## config.mk

```make
export PLATFORM = sky130hd
export DESIGN_NAME = qam16_demapper_flat
export DESIGN_NICKNAME = d
export VERILOG_FILES = /design/src/rtl/qam16_demapper_if.sv /design/src/rtl/qam16_demapper.sv /design/src/flat_wrapper.sv
export SDC_FILE = /design/constraint.sdc
export NUM_CORES = 1
export LEC_CHECK = 0
export ABC_AREA = 0
export CAP_MARGIN = 30
export CORE_MARGIN = 2
export CORE_UTILIZATION = 45
export CTS_CLUSTER_SIZE = 28
export DETAILED_ROUTE_END_ITERATION = 12
export PLACE_DENSITY = 0.85
export SLEW_MARGIN = 30
export SYNTH_ARGS = -nofsm -noshare
export SYNTH_HDL_FRONTEND = slang
export SYNTH_SLANG_ARGS = --single-unit
```

## constraint.sdc

```tcl
create_clock -name clk -period 2.4 [get_ports clk]
set_input_delay 0.48 -clock clk [delete_from_list [all_inputs] [get_ports clk]]
set_output_delay 0.48 -clock clk [all_outputs]
set_load 0.02 [all_outputs]
```

## src/rtl/qam16_demapper_if.sv

```systemverilog
// Bus bundle for the QAM-16 demapper: decided-symbol input side and serial bit output side.
interface qam16_demapper_if #(
   parameter int width_in = 16
);
   logic signed [width_in-1:0] x_in;
   logic signed [width_in-1:0] y_in;
   logic                       sym_valid;
   logic                       bit_ready;
   logic                       bit_out;
   logic                       bit_valid;

   // Symbol side has no backpressure: one symbol per sym_valid cycle.
   // Bit side transfers on bit_valid && bit_ready; once bit_valid rises,
   // bit_out is held until accepted.
   modport master (
      output x_in, y_in, sym_valid, bit_ready,
      input  bit_out, bit_valid
   );

   modport slave (
      input  x_in, y_in, sym_valid, bit_ready,
      output bit_out, bit_valid
   );
endinterface

```

## src/rtl/qam16_demapper.sv

```systemverilog
// QAM-16 Gray demapper: slicer decisions -> 4-bit symbols -> FIFO -> MSB-first serial stream.
module qam16_demapper #(
   parameter int width_in   = 16,
   parameter int fifo_depth = 8
) (
   input  logic               clk,
   input  logic               rst_n,
   qam16_demapper_if.slave    bus,
   output logic [3:0]         sym_out,
   output logic               fifo_full,
   output logic               overflow,
   output logic               inv_sym,
   output logic [15:0]        sym_count,
   output logic               state_o
);

   localparam int AW = $clog2(fifo_depth);
   localparam int CW = AW + 1;

   localparam logic signed [width_in-1:0] LVL_N3    = width_in'(-12288);
   localparam logic signed [width_in-1:0] LVL_N1    = width_in'(-4096);
   localparam logic signed [width_in-1:0] LVL_P1    = width_in'(4096);
   localparam logic signed [width_in-1:0] LVL_P3    = width_in'(12288);
   localparam logic signed [width_in-1:0] OUTER_POS = width_in'(8192);
   localparam logic signed [width_in-1:0] OUTER_NEG = width_in'(-8192);

   typedef enum logic {S_IDLE, S_SHIFT} state_t;

   function automatic logic [1:0] axis_code(input logic signed [width_in-1:0] v);
      logic outer;
      outer = (v >= OUTER_POS) || (v < OUTER_NEG);
      if (v[width_in-1]) return outer ? 2'b00 : 2'b01;
      else               return outer ? 2'b10 : 2'b11;
   endfunction

   function automatic logic is_exact(input logic signed [width_in-1:0] v);
      return (v == LVL_N3) || (v == LVL_N1) || (v == LVL_P1) || (v == LVL_P3);
   endfunction

   logic [3:0]    mem_q [fifo_depth];
   logic [AW-1:0] wr_ptr_q, wr_ptr_d;
   logic [AW-1:0] rd_ptr_q, rd_ptr_d;
   logic [CW-1:0] count_q, count_d;
   logic [15:0]   sym_count_q, sym_count_d;
   logic          overflow_q, overflow_d;
   logic          inv_sym_q, inv_sym_d;

   state_t        state_q;
   logic [3:0]    shift_q;
   logic [1:0]    idx_q;
   logic          bit_out_q;
   logic          bit_valid_q;

   logic          empty, full, push, pop;
   logic [3:0]    sym_in, rd_data;

   assign empty   = (count_q == '0);
   assign full    = (count_q == CW'(fifo_depth));
   assign rd_data = mem_q[rd_ptr_q];
   assign sym_in  = {axis_code(bus.x_in), axis_code(bus.y_in)};

   // A pop frees a slot in the same cycle, so a full FIFO can still accept.
   assign pop  = !empty && ((state_q == S_IDLE) ||
                            (bit_valid_q && bus.bit_ready && (idx_q == 2'd3)));
   assign push = bus.sym_valid && (!full || pop);

   always_comb begin
      wr_ptr_d    = wr_ptr_q;
      rd_ptr_d    = rd_ptr_q;
      count_d     = count_q;
      sym_count_d = sym_count_q;
      overflow_d  = overflow_q;
      inv_sym_d   = inv_sym_q;
      if (push) begin
         wr_ptr_d    = wr_ptr_q + AW'(1);
         sym_count_d = sym_count_q + 16'd1;
      end
      if (pop) rd_ptr_d = rd_ptr_q + AW'(1);
      case ({push, pop})
         2'b10:   count_d = count_q + CW'(1);
         2'b01:   count_d = count_q - CW'(1);
         default: count_d = count_q;
      endcase
      if (bus.sym_valid && !push) overflow_d = 1'b1;
      if (bus.sym_valid && !(is_exact(bus.x_in) && is_exact(bus.y_in))) inv_sym_d = 1'b1;
   end

   always_ff @(posedge clk or negedge rst_n) begin
      if (!rst_n) begin
         wr_ptr_q    <= '0;
         rd_ptr_q    <= '0;
         count_q     <= '0;
         sym_count_q <= '0;
         overflow_q  <= 1'b0;
         inv_sym_q   <= 1'b0;
      end else begin
         wr_ptr_q    <= wr_ptr_d;
         rd_ptr_q    <= rd_ptr_d;
         count_q     <= count_d;
         sym_count_q <= sym_count_d;
         overflow_q  <= overflow_d;
         inv_sym_q   <= inv_sym_d;
      end
   end

   always_ff @(posedge clk) begin
      if (push) mem_q[wr_ptr_q] <= sym_in;
   end

   // Serializer: bit_out is pre-computed so it is valid the cycle bit_valid rises.
   always_ff @(posedge clk or negedge rst_n) begin
      if (!rst_n) begin
         state_q     <= S_IDLE;
         shift_q     <= 4'd0;
         idx_q       <= 2'd0;
         bit_out_q   <= 1'b0;
         bit_valid_q <= 1'b0;
      end else begin
         case (state_q)
            S_IDLE: begin
               if (!empty) begin
                  shift_q     <= rd_data;
                  idx_q       <= 2'd0;
                  bit_out_q   <= rd_data[3];
                  bit_valid_q <= 1'b1;
                  state_q     <= S_SHIFT;
               end
            end
            S_SHIFT: begin
               if (bus.bit_ready) begin
                  if (idx_q == 2'd3) begin
                     if (!empty) begin
                        shift_q   <= rd_data;
                        idx_q     <= 2'd0;
                        bit_out_q <= rd_data[3];
                     end else begin
                        bit_valid_q <= 1'b0;
                        bit_out_q   <= 1'b0;
                        state_q     <= S_IDLE;
                     end
                  end else begin
                     idx_q     <= idx_q + 2'd1;
                     bit_out_q <= shift_q[2'd2 - idx_q];
                  end
               end
            end
            default: begin
               state_q     <= S_IDLE;
               bit_valid_q <= 1'b0;
               bit_out_q   <= 1'b0;
            end
         endcase
      end
   end

   assign bus.bit_out   = bit_out_q;
   assign bus.bit_valid = bit_valid_q;
   assign sym_out       = shift_q;
   assign fifo_full     = full;
   assign overflow      = overflow_q;
   assign inv_sym       = inv_sym_q;
   assign sym_count     = sym_count_q;
   assign state_o       = (state_q == S_SHIFT);

endmodule

```

## src/flat_wrapper.sv

```systemverilog
// flat-port wrapper written by rule: the top's interface ports become plain ports
module qam16_demapper_flat 
#(
   parameter int width_in   = 16,
   parameter int fifo_depth = 8
)
  (clk, rst_n, sym_out, fifo_full, overflow, inv_sym, sym_count, state_o, bus_x_in, bus_y_in, bus_sym_valid, bus_bit_ready, bus_bit_out, bus_bit_valid);
  qam16_demapper_if #(.width_in(width_in)) bus_i ();
  input  logic clk;
  input  logic rst_n;
  output logic [3:0] sym_out;
  output logic fifo_full;
  output logic overflow;
  output logic inv_sym;
  output logic [15:0] sym_count;
  output logic state_o;
  input wire logic [$bits(bus_i.x_in)-1:0] bus_x_in;
  input wire logic [$bits(bus_i.y_in)-1:0] bus_y_in;
  input wire logic [$bits(bus_i.sym_valid)-1:0] bus_sym_valid;
  input wire logic [$bits(bus_i.bit_ready)-1:0] bus_bit_ready;
  output wire logic [$bits(bus_i.bit_out)-1:0] bus_bit_out;
  output wire logic [$bits(bus_i.bit_valid)-1:0] bus_bit_valid;
  assign bus_i.x_in = bus_x_in;
  assign bus_i.y_in = bus_y_in;
  assign bus_i.sym_valid = bus_sym_valid;
  assign bus_i.bit_ready = bus_bit_ready;
  assign bus_bit_out = bus_i.bit_out;
  assign bus_bit_valid = bus_i.bit_valid;
  qam16_demapper #(.width_in(width_in), .fifo_depth(fifo_depth)) u_core (.clk(clk), .rst_n(rst_n), .bus(bus_i), .sym_out(sym_out), .fifo_full(fifo_full), .overflow(overflow), .inv_sym(inv_sym), .sym_count(sym_count), .state_o(state_o));
endmodule
```

# After elaboration in Yosys (flattened, before gate mapping)
# Memory sizes are Yosys's and may differ from the RTL's.
# Cells that the tools add are included.
dict set report op_classes {
  add_sub_neg 7
  order_cmp 5
  n_eq_ne 16
  mux 33
  bitwise_logic 1
  n_reduce_logical 26
}
# cell count
set op_table {}
lappend op_table {{16-bit by 15-bit equality test with 1-bit output (second input constant)} 4}
lappend op_table {{16-bit by 13-bit equality test with 1-bit output (second input constant)} 2}
lappend op_table {{16-bit by 14-bit equality test with 1-bit output (second input constant)} 2}
lappend op_table {{16-bit by 15-bit greater-or-equal comparator with 1-bit output (second input constant)} 2}
lappend op_table {{16-bit by 14-bit < comparator with 1-bit output (second input constant)} 2}
lappend op_table {{1-bit 2-to-1 mux} 18}
lappend op_table {{16-bit by 1-bit adder with 16-bit output (second input constant)} 1}
lappend op_table {{4-bit one-hot mux with 2 select lines} 2}
lappend op_table {{4-bit 2-to-1 mux} 3}
lappend op_table {{1-bit logical OR} 10}
lappend op_table {{2-bit 2-to-1 mux} 5}
lappend op_table {{2-bit inequality test (second input constant)} 4}
lappend op_table {{1-bit logical AND} 7}
lappend op_table {{3-bit by 1-bit adder with 3-bit output (second input constant)} 2}
lappend op_table {{1-bit one-hot mux with 2 select lines} 3}
lappend op_table {{4-bit by 1-bit adder with 4-bit output (second input constant)} 1}
lappend op_table {{2-bit equality test (second input constant)} 2}
lappend op_table {{4-bit equality test (second input constant)} 1}
lappend op_table {{1-bit zero test} 4}
lappend op_table {{4-bit zero test} 1}
lappend op_table {{2-bit one-hot mux with 2 select lines} 1}
lappend op_table {{2-bit AND reduction} 2}
lappend op_table {{4-bit AND reduction} 1}
lappend op_table {{4-bit by 1-bit subtractor with 4-bit output (second input constant)} 1}
lappend op_table {{other kinds (7)} 7}
dict set report totals {
  ff_bits 37
  ramBits 32
  wordCells 100
  mem_count 1
}
# name words width read_ports rd_ports_with_merged_regs write_ports line_no
set mem_list {}
lappend mem_list {u_core.mem_q 8 4 1 0 1 qam16_demapper.sv:40} ;# logic [3:0] mem_q [fifo_depth];

# Longest topological paths before layout
# Gate-level depths: netlist of run 1.
dict set report logic_depth {
  depth_word 8
  ltp_mapped 9
  depth_no_buf 9
}

# Least setup slack after synthesis of run 1
# OpenSTA, ideal clock, no wires.
dict set report synth_path {
  path_kind {flip-flop to flip-flop}
  startpoint {reg u_core.count_q[1]}
  endpoint {reg u_core.count_q[3]}
  setup_ns 0.147
  arrival_ns 2.090
  required_time_ns 2.253
  path_slack_ns 0.164
  stages_incl_launch_ff 9
  path_buffers 0
  cell_sequence {dfrtp_1 or4_1 o211ai_2 inv_1 ha_1 a21o_1 a21o_1 o211ai_1 o311ai_1}
}
dict set report synth_via {
  elab_chain_cells 7
  elab_cells_between_ends 13
  cone_classes {add/sub: 2; eq/ne: 3; mux: 1; reduce/logical: 7}
}
# element line_no
set synth_lines {}
lappend synth_lines {{start: declaration} qam16_demapper.sv:43} ;# logic [CW-1:0] count_q, count_d;
lappend synth_lines {{start signal: assignment} qam16_demapper.sv:99} ;# count_q <= count_d;
lappend synth_lines {{4-bit zero test} qam16_demapper.sv:57} ;# assign empty = (count_q == '0);
lappend synth_lines {{1-bit zero test} qam16_demapper.sv:63} ;# assign pop = !empty && ((state_q == S_IDLE) ||
lappend synth_lines {{1-bit logical AND} qam16_demapper.sv:63}
lappend synth_lines {{1-bit logical OR} qam16_demapper.sv:65} ;# assign push = bus.sym_valid && (!full || pop);
lappend synth_lines {{1-bit logical AND} qam16_demapper.sv:65}
lappend synth_lines {{2-bit by 1-bit equality test with 1-bit output or 2-bit equality test (tied branches)} qam16_demapper.sv:79} ;# case ({push, pop})
lappend synth_lines {{4-bit one-hot mux with 2 select lines or 2-bit nonzero test (tied branches)} -}
# Parallel ways exist; a longest one is shown, timed or not.
# A chain may end at the register's enable or synchronous reset.

# Worst setup path in the final report of run 1
dict set report layout_path {
  startpoint {reg u_core.count_q[0]}
  endpoint {out fifo_full}
}
dict set report layout_via {
  elab_chain_cells 1
}
# element line_no
set layout_lines {}
lappend layout_lines {{4-bit equality test} qam16_demapper.sv:58} ;# assign full = (count_q == CW'(fifo_depth));
lappend layout_lines {{end: declaration} flat_wrapper.sv:12} ;# output logic fifo_full;
# Every way passes these cells.

==> results, run 1 <==
- The most used flip-flop cell after synthesis is sky130_fd_sc_hd__dfrtp_1.
- The maximum number of pins on one net before global-route repair is 38.
- The most common cell in the netlist is sky130_fd_sc_hd__dfrtp_1.
- The final HPWL from detailed placement is between 5000 and 6000 um.
- Data on the critical path arrives at its endpoint at 1.83 ns.
- The final wirelength is between 6000 and 7000 um.
- Timing would allow up to between 400 and 500 MHz.
- The overall die height is about 90 um.
- The worst slack after detailed placement is -0.0139 ns.
- The I/O pin count is 62.
- The global-route wire length before repair is 11800 um.
- The number of antenna violations at the first check in global routing was 0.
- The data required time of the worst path is roughly 1.9 ns.
- 0 antenna diodes ended up in the layout.
- The fraction of power consumed by combinational cells is a little under two fifths.
- In this run the critical register-to-register path is captured at u_core.count_q[3].
- The routability-driven placement congestion ratio is ~0.8.
- The final-report max-slew violation count is 0.
- In this run the biggest area consumer among cell types represents 29.7% of the synthesized area.
- Buffers placed on the I/O ports in this run total 61.
- The number of max-cap violations is 0.
- After floorplanning, the core was divided into 30 placement rows.
- Across the VDD grid, the largest voltage drop is around 0.64 mV.
- The number of nets still failing antenna checks after routing is 0.
- Summed over all cells, the static leakage comes to about 1.7 nW.
- Dividing the detail-routed wire length by the instance count gives approximately 16 um.
- Along the worst path, the maximum fanout reaches 7.
- The clock skew is 0.0107 ns.
- The post-layout minimum cycle time is 2.31 ns.
- In this run, the clock network consumes 20.8% of the power.
- The proportion of synthesized flip-flops having asynchronous set or reset is roughly 54%.
- Yosys printed 0 warnings.
- Setup repair after global routing left no endpoint under its margin.
- After global routing the overflow that remains totals 0.
- The total of hold buffers inserted after clock tree synthesis is 0.
- The flow ran to the end, and the final reports show no timing, DRC or antenna violations.
- Walking the worst path, the cells encountered are or4b_4 -> inv_1 -> dlygate4sd2_1.
- The violation count after the first detailed-routing iteration is roughly 100.
- The die is about 90 um wide.
- The clock latency reported for the late side of the worst-skew pair is 0.35 ns.
- The total power per unit cell area is 1030 nW/um^2.
- The sequential area share after synthesis is between 50% and 60%.
- The leading area contributor after synthesis is sky130_fd_sc_hd__edfxtp_1.
- Together, buffers and inverters on the worst path number 2.
- Cells fill 62.8% of the core in the end.
- The switching power summed over all nets is 1.59 mW.
- The root buffer selected by CTS is sky130_fd_sc_hd__clkbuf_8.
- For the pin with the worst max-slew slack, the measured transition is about 0.8 ns.
- The first TritonRoute pass finished after 4 iterations.
- The number of buffers inserted during clock tree synthesis is 9.
- Setup total negative slack on the finished layout was measured at 0 ns.
- At the end of the flow, the number of nets in the layout was between 300 and 400.
- Summing all multi-input logic gate instances after layout gives between 1000 and 1500 um^2.
- The design internal power is 2.86 mW.
- The core region area is a little under 7000 um^2.
- Counting cells, the worst reg-to-reg path comes to 8.
- The number of unique standard cell types used by synthesis is between 40 and 50.
- After filler insertion, the fill cell instance count of the layout stands at about 520.
- Of the cells placed in the final design, the portion with a size suffix greater than 1 is between 10% and 20%.
- Once layout is complete, the cells apart from fillers number between 400 and 500.
- The H-tree depth is 3.
- After clock tree synthesis, the clock-pin slew on the worst setup and hold paths is 0.08 ns.
- The startpoint of the most critical register-to-register path is u_core.count_q[0].
- Of the total power, the share spent switching nets is 35.7%.
- The element type at the critical path end is a primary output.
- The worst path uses around 96% of the clock period.
- Synthesis produced a netlist with a net count of a little under 300.
- The worst pin sits at a relative slew slack of between 40 and 50%.
- Setup violations remaining at the end of the flow were counted as 0.
- The final worst-path setup slack is between 0.09 and 0.1 ns.
- The CTS tree is done.
- The die area is between 7000 and 8000 um^2.
- In this run, flip-flops and latches consume 41.6% of the power.
- In the post-synthesis netlist, the biggest area contributors are sky130_fd_sc_hd__edfxtp_1 30%, sky130_fd_sc_hd__dfrtp_1 29%, sky130_fd_sc_hd__mux4_2 6.3%, sky130_fd_sc_hd__xnor2_1 4.1%, sky130_fd_sc_hd__nand2_1 2.6%.
- The synthesized netlist occupies a cell area of 3240 um^2.
- From synthesis to final layout, the design area changed by 33.3%.
- The combined flip-flop and latch cell area is around 1900 um^2.
- After synthesis, the most frequently instantiated cells are 37 x sky130_fd_sc_hd__dfrtp_1, 32 x sky130_fd_sc_hd__edfxtp_1, 22 x sky130_fd_sc_hd__nand2_1.
- In this run the mean area of a mapped cell was between 10 and 15 um^2.
- On the final layout, the worst hold slack is 0.229 ns.
- The delay of the slowest critical-path stage is 0.59 ns.
- The via count of the routed design is between 2000 and 2500.
- The worst hold-check path type is in2async.
- In this design, the largest share of critical-path delay is due to simple AND/OR/NAND/NOR gates.
- The synthesized design contains 69 register bits.
- In the routed design, unresolved DRC markers number 0.
- For this configuration, the core starts out at a cell density of 47.1%.
- By startpoint and endpoint, the worst setup path is classified as reg2out.
- The number of flops mapped to enable cells by yosys is 32.
- STA classifies the critical path startpoint as a flop.
- Global routing consumed, over all layers together, around 20% of the routing resources.
- Using the TritonRoute via totals, the vias-per-cell ratio works out to approximately 5.3.
- The reg-to-reg setup timing slack is between 0.15 and 0.2 ns.
- The number of global-route vias before repair was about 2400.
- After detailed placement, the design holds a cell count of approximately 420.
- The number of buffers between clock root and the deepest sink is 2.
- The master of the slowest instance on the critical path is sky130_fd_sc_hd__or4b_4.
- Counting every instance in the synthesized netlist gives 250.
- The TritonCTS sink count is slightly below 70.
- The count of endpoints failing hold in the final timing report came to 0.
## kinds of logic after synthesis
logic type / count (synthesis) / share of synthesized area, %
muxes: 16 / 8.47
buffers and inverters: 22 / 3.02
xor gates and xnor gates: 23 / 6.22
adders and majority gates: 7 / 2.94
AOI/OAI and AO/OA: 31 / 7.31
DFF: 69 / 58.3
and+or+nand+nor: 82 / 13.8
## layer usage
metal / vias to the layer above / track usage (%) / share of wire [%]
met4: 0 / 8.82 / 1.5
met5: - / 0 / 0
met1: 1150 / 25.9 / 43
met2: 65 / 32.3 / 51
met3: 10 / 4.10 / 3.7
li1: 1111 / - / -
## how the worst max path moves through the flow
stage | start | endpoint | slack (ns) | depth (start not counted)
detailed placement | bus_bit_ready | u_core.count_q[3] | -0.01 | 9
global placement | bus_bit_ready | u_core.count_q[3] | 0.08 | 9
floorplan | u_core.count_q[1] | u_core.count_q[3] | 0.16 | 8
global route | u_core.idx_q[0] | u_core.count_q[3] | 0.03 | 9
finish | u_core.count_q[0] | fifo_full | 0.09 | 3
CTS | u_core.count_q[0] | fifo_full | 0.08 | 3
## final cells by class
type	count	area share, %
well taps	96	2.78
repair buffers	85	18.5
clock buffers	10	3.45
flip-flops and latches	69	43.7
clock inverters	6	1.22
multi-input cells	159	29.2
inverters	13	1.13
## stage by stage
step	cell area, um^2	total power, mW
global route	4320	4.74
global placement	4110	3.45
finish	4320	4.46
CTS	4310	4.48
floorplan	3240	2.86
detailed placement	4110	3.54
## power by group through the flow
| stage | Clock (mW) | Sequential, mW | Combinational, mW |
|---|---|---|---|
| finish | 0.929 | 1.86 | 1.67 |
| global placement | 0 | 1.86 | 1.60 |
| global route | 1.00 | 1.90 | 1.84 |
| floorplan | 0 | 1.86 | 0.999 |
| CTS | 0.949 | 1.85 | 1.67 |
| detailed placement | 0 | 1.88 | 1.66 |
## sequential cells by signal, summed over array words and instances (netlist names), 2 cells and up
signal / count
u_core.wr_ptr_q: 3
u_core.idx_q: 2
u_core.count_q: 4
u_core.mem_q: 32
u_core.sym_count: 16
u_core.rd_ptr_q: 3
u_core.sym_out: 4
## cell usage in the layout, fill, tap and decap left out, drive strengths merged, types with 3 or more instances in the layout
cell type      synthesis  layout
clkbuf                 2      10
buf                    7      25
clkdlybuf4s50          0      59
nand2                 22      22
nor4b                  4       4
nor2                  10      10
xor2                   8       8
a22o                   3       3
nand4                  5       5
xnor2                 15      15
inv                   13      15
edfxtp                32      32
dfrtp                 37      37
a21oi                 10      10
nor4                   9       9
clkinv                 0       4
and3                   3       3
mux4                   9       9
nor3                   7       7
mux2i                  6       6
nand3                 10      10
ha                     6       6
## what timing repair did
action	CTS	global route
setup buffers	0	0
resized for setup	1	2
endpoints found under the setup margin	1	1
Note: power is estimated with default switching activity, not from simulation.
==> run 2, diff against run 1 <==
Settings changed: MAX_ROUTING_LAYER set to met4.
==> run 2 against run 1 <==
Routed wire length rose by 0.63%. Clock-buffer cell count did not move. Fmax fell by 0.13%. Sequential share of layout area did not move. Largest cell class unchanged. Sequential power barely moved. Clock power barely moved. Critical path depth did not move. Via count rose by 0.26%.
==> results, run 2 (same netlist as run 1, synthesis figures left out) <==
- In this run the worst setup path begins at u_core.count_q[0].
- The flow ran to the end, and the final reports show no timing, DRC or antenna violations.
- The master of the slowest instance on the critical path is sky130_fd_sc_hd__or4b_4.
- The switching power summed over all nets was 1.60 mW (+0.28%).
- The clock network fraction of design power is 20.9% (about the same).
- The worst hold-check path type is in2async.
- The delay of the slowest critical-path stage is 0.59 ns (about the same).
- The register name with the most flops is u_core.mem_q.
- The final standard cell count with taps included and fillers excluded is 438 (unchanged).
- The routability-driven placement congestion ratio is 0.800 (+1.4%).
- The element type at the critical path end is a primary output.
- The most crowded layer after global routing is met2.
- The worst slew slack as a fraction of its limit is 45.2% (about the same).
- The clock transition at the registers of the reported paths is 0.08 ns (about the same).
- The count of unresolved DRC violations after routing is 0 (unchanged).
- In this run the critical register-to-register path is launched from u_core.count_q[0].
- The design internal power is 2.87 mW (about the same).
- The met1 usage is 26.1% (+0.18 points).
- The combined buffer and inverter count along the critical path is 2 (unchanged).
- The endpoint arrival time on the critical path is 1.83 ns (about the same).
- The via count of the routed design was 2342 (+0.26%).
- The kind of cell with the highest combined delay along the critical path is simple AND/OR/NAND/NOR gates.
- The total of hold buffers inserted after clock tree synthesis came to 0 (unchanged).
- The die area was 7890 um^2 (unchanged).
- The count of endpoints failing hold in the final timing report is 0 (unchanged).
- The synthesis-to-finish area growth is 33.3% (unchanged).
- The post-layout minimum cycle time is 2.31 ns (+0.00299 ns).
- The setup path with the least slack is of type reg2out.
- The final setup violation count came to 0 (unchanged).
- The final-report max-slew violation count was 0 (unchanged).
- The number of buffers between clock root and the deepest sink is 2 (unchanged).
- The clock skew is 0.0120 ns (+0.00138 ns).
- The violation count after the first detailed-routing iteration is 111 (+9.9%).
- The total power per unit cell area came to 1030 nW/um^2 (+0.11%).
- The site row count came to 30 (unchanged).
- The final HPWL from detailed placement came to 5080 um (unchanged).
- The clock latency reported for the late side of the worst-skew pair is 0.35 ns (about the same).
- The initial core utilization is 47.1% (unchanged).
- The TritonCTS sink count is 69 (unchanged).
- The final sum of negative setup slack is 0 ns (unchanged).
- The number of cells after detailed placement was 422 (unchanged).
- The share of total power in sequential cells is 41.6% (about the same).
- The fraction of power consumed by combinational cells came to 37.6% (about the same).
- TritonCTS built the clock tree.
- The number of buffers inserted during clock tree synthesis is 9 (unchanged).
- The overall die height is 88.8 um (unchanged).
- The flip-flop count of the largest register, all copies and words added is 32 (unchanged).
- The global routing usage on met2 is 32.4% (+0.068 points).
- The peak ir drop on the vdd network is 0.645 mV (+0.25%).
- The library cell used most frequently in the layout, excluding fill and tap cells, is sky130_fd_sc_hd__clkdlybuf4s50_1.
- The total of cells resized after clock tree synthesis was 1 (unchanged).
- The met3 track demand over resource is 3.73% (-0.37 points).
- The number of setup buffers added after CTS is 0 (unchanged).
- The number of max-cap violations is 0 (unchanged).
- The cell sitting at the root of the clock tree is a sky130_fd_sc_hd__clkbuf_8.
- Setup repair after global routing left no endpoint under its margin.
- The routed length per instance is 16.0 um (+0.63%).
- The final wirelength is 7010 um (+0.63%).
- The first-pass iteration count of the detailed router is 6 (+2).
- In the layout the commonest cells are 59 x sky130_fd_sc_hd__clkdlybuf4s50_1, 37 x sky130_fd_sc_hd__dfrtp_1, 32 x sky130_fd_sc_hd__edfxtp_1, 23 x sky130_fd_sc_hd__buf_4, 22 x sky130_fd_sc_hd__nand2_1.
- The timing-limited maximum frequency came to 432 MHz (-0.13%).
- The global-route wire length before repair is 11800 um (-0.12%).
- The per-cell via count in the routed design is 5.35 (+0.26%).
- The maximum number of pins on one net before global-route repair was 38 (unchanged).
- The number of input and output port buffers inserted is 61 (unchanged).
- The signal on the critical path passes through or4b_4 -> inv_1 -> dlygate4sd2_1.
- The count of nets after finishing was 380 (unchanged).
- The maximum fanout encountered on the critical timing path is 7 (unchanged).
- The core region area is 6870 um^2 (unchanged).
- The leakage component of the power is 1.74 nW (unchanged).
- The data required time of the worst path came to 1.92 ns (about the same).
- The horizontal die dimension is 88.8 um (unchanged).
- The ratio of final minimum period to clock period was 96.4% (+0.12 points).
- The H-tree depth is 3 (unchanged).
- The number of diodes was 0 (unchanged).
- The slew of the pin with the lowest slew margin is 0.822 ns (-0.000603 ns).
- The ratio of cells with drive above 1 in the final layout is 17.5% (unchanged).
- The residual overflow from global routing is 0 (unchanged).
- The number of antenna violations at the first check in global routing is 0 (unchanged).
- The number of nets still failing antenna checks after routing is 0 (unchanged).
- The I/O pin count was 62 (unchanged).
- The switching share of total power was 35.8% (+0.061 points).
- The launching element type of the critical path is a flop.
- The number of global-route vias before repair is 2446 (+0.53%).
- The total routing usage reported by global routing is 20.5% (+0.63 points).
run 2: cell counts in the layout (fill, tap and decap cells not counted):
No cell type changed its count.
run 2: power by group through the flow:
stage	Combinational (mW)	Sequential (mW)	Clock, mW
after floorplan	0.999	1.86	0
after global placement	1.60	1.86	0
after detailed placement	1.66	1.88	0
after CTS	1.67	1.85	0.949
after global routing	1.84	1.90	1.00
final	1.68	1.85	0.931
run 2: through the flow:
| stage | util (%) | cell area (um^2) | total power, mW | worst slack (ns) | hold slack, ns |
|---|---|---|---|---|---|
| 5_1_grt | 62.8 | 4320 | 4.74 | 0.0312 | 0.306 |
| 2_1_floorplan | - | 3240 | 2.86 | 0.164 | 0.184 |
| 3_3_place_gp | 59.8 | 4110 | 3.45 | 0.0812 | 0.454 |
| 6_report | 62.8 | 4320 | 4.46 | 0.0875 | 0.230 |
| 4_1_cts | 62.7 | 4310 | 4.48 | 0.0788 | 0.265 |
| 3_5_place_dp | 59.8 | 4110 | 3.54 | -0.0139 | 0.464 |
run 2: layout make-up:
| class | count | area (um^2) |
|---|---|---|
| Multi-Input combinational cell | 159 | 1260 |
| Clock inverter | 6 | 52.6 |
| Fill cell | 523 | 2550 |
| Tap cell | 96 | 120 |
| Timing Repair Buffer | 85 | 797 |
| Inverter | 13 | 48.8 |
| Sequential cell | 69 | 1890 |
| Clock buffer | 10 | 149 |
run 2: path summary, 6_finish.rpt:
kind / to / slack, ns / depth (start not counted)
min in group clk: u_core.sym_count[15] / 0.48 / 1
worst max-delay path: fifo_full / 0.09 / 3
worst min-delay path: u_core.count_q[0] / 0.23 / 1
worst min register to register: u_core.sym_count[15] / 0.48 / 1
worst max register to register: u_core.count_q[3] / 0.14 / 8
max in group asynchronous: u_core.wr_ptr_q[2] / 1.65 / 1
run 2: routing by layer:
| metal | vias to the layer above | share of wire, % |
|---|---|---|
| met3 | 9 | 4.1 |
| li1 | 1111 | - |
| met2 | 68 | 51 |
| met5 | - | 0 |
| met1 | 1154 | 43 |
| met4 | 0 | 1.3 |
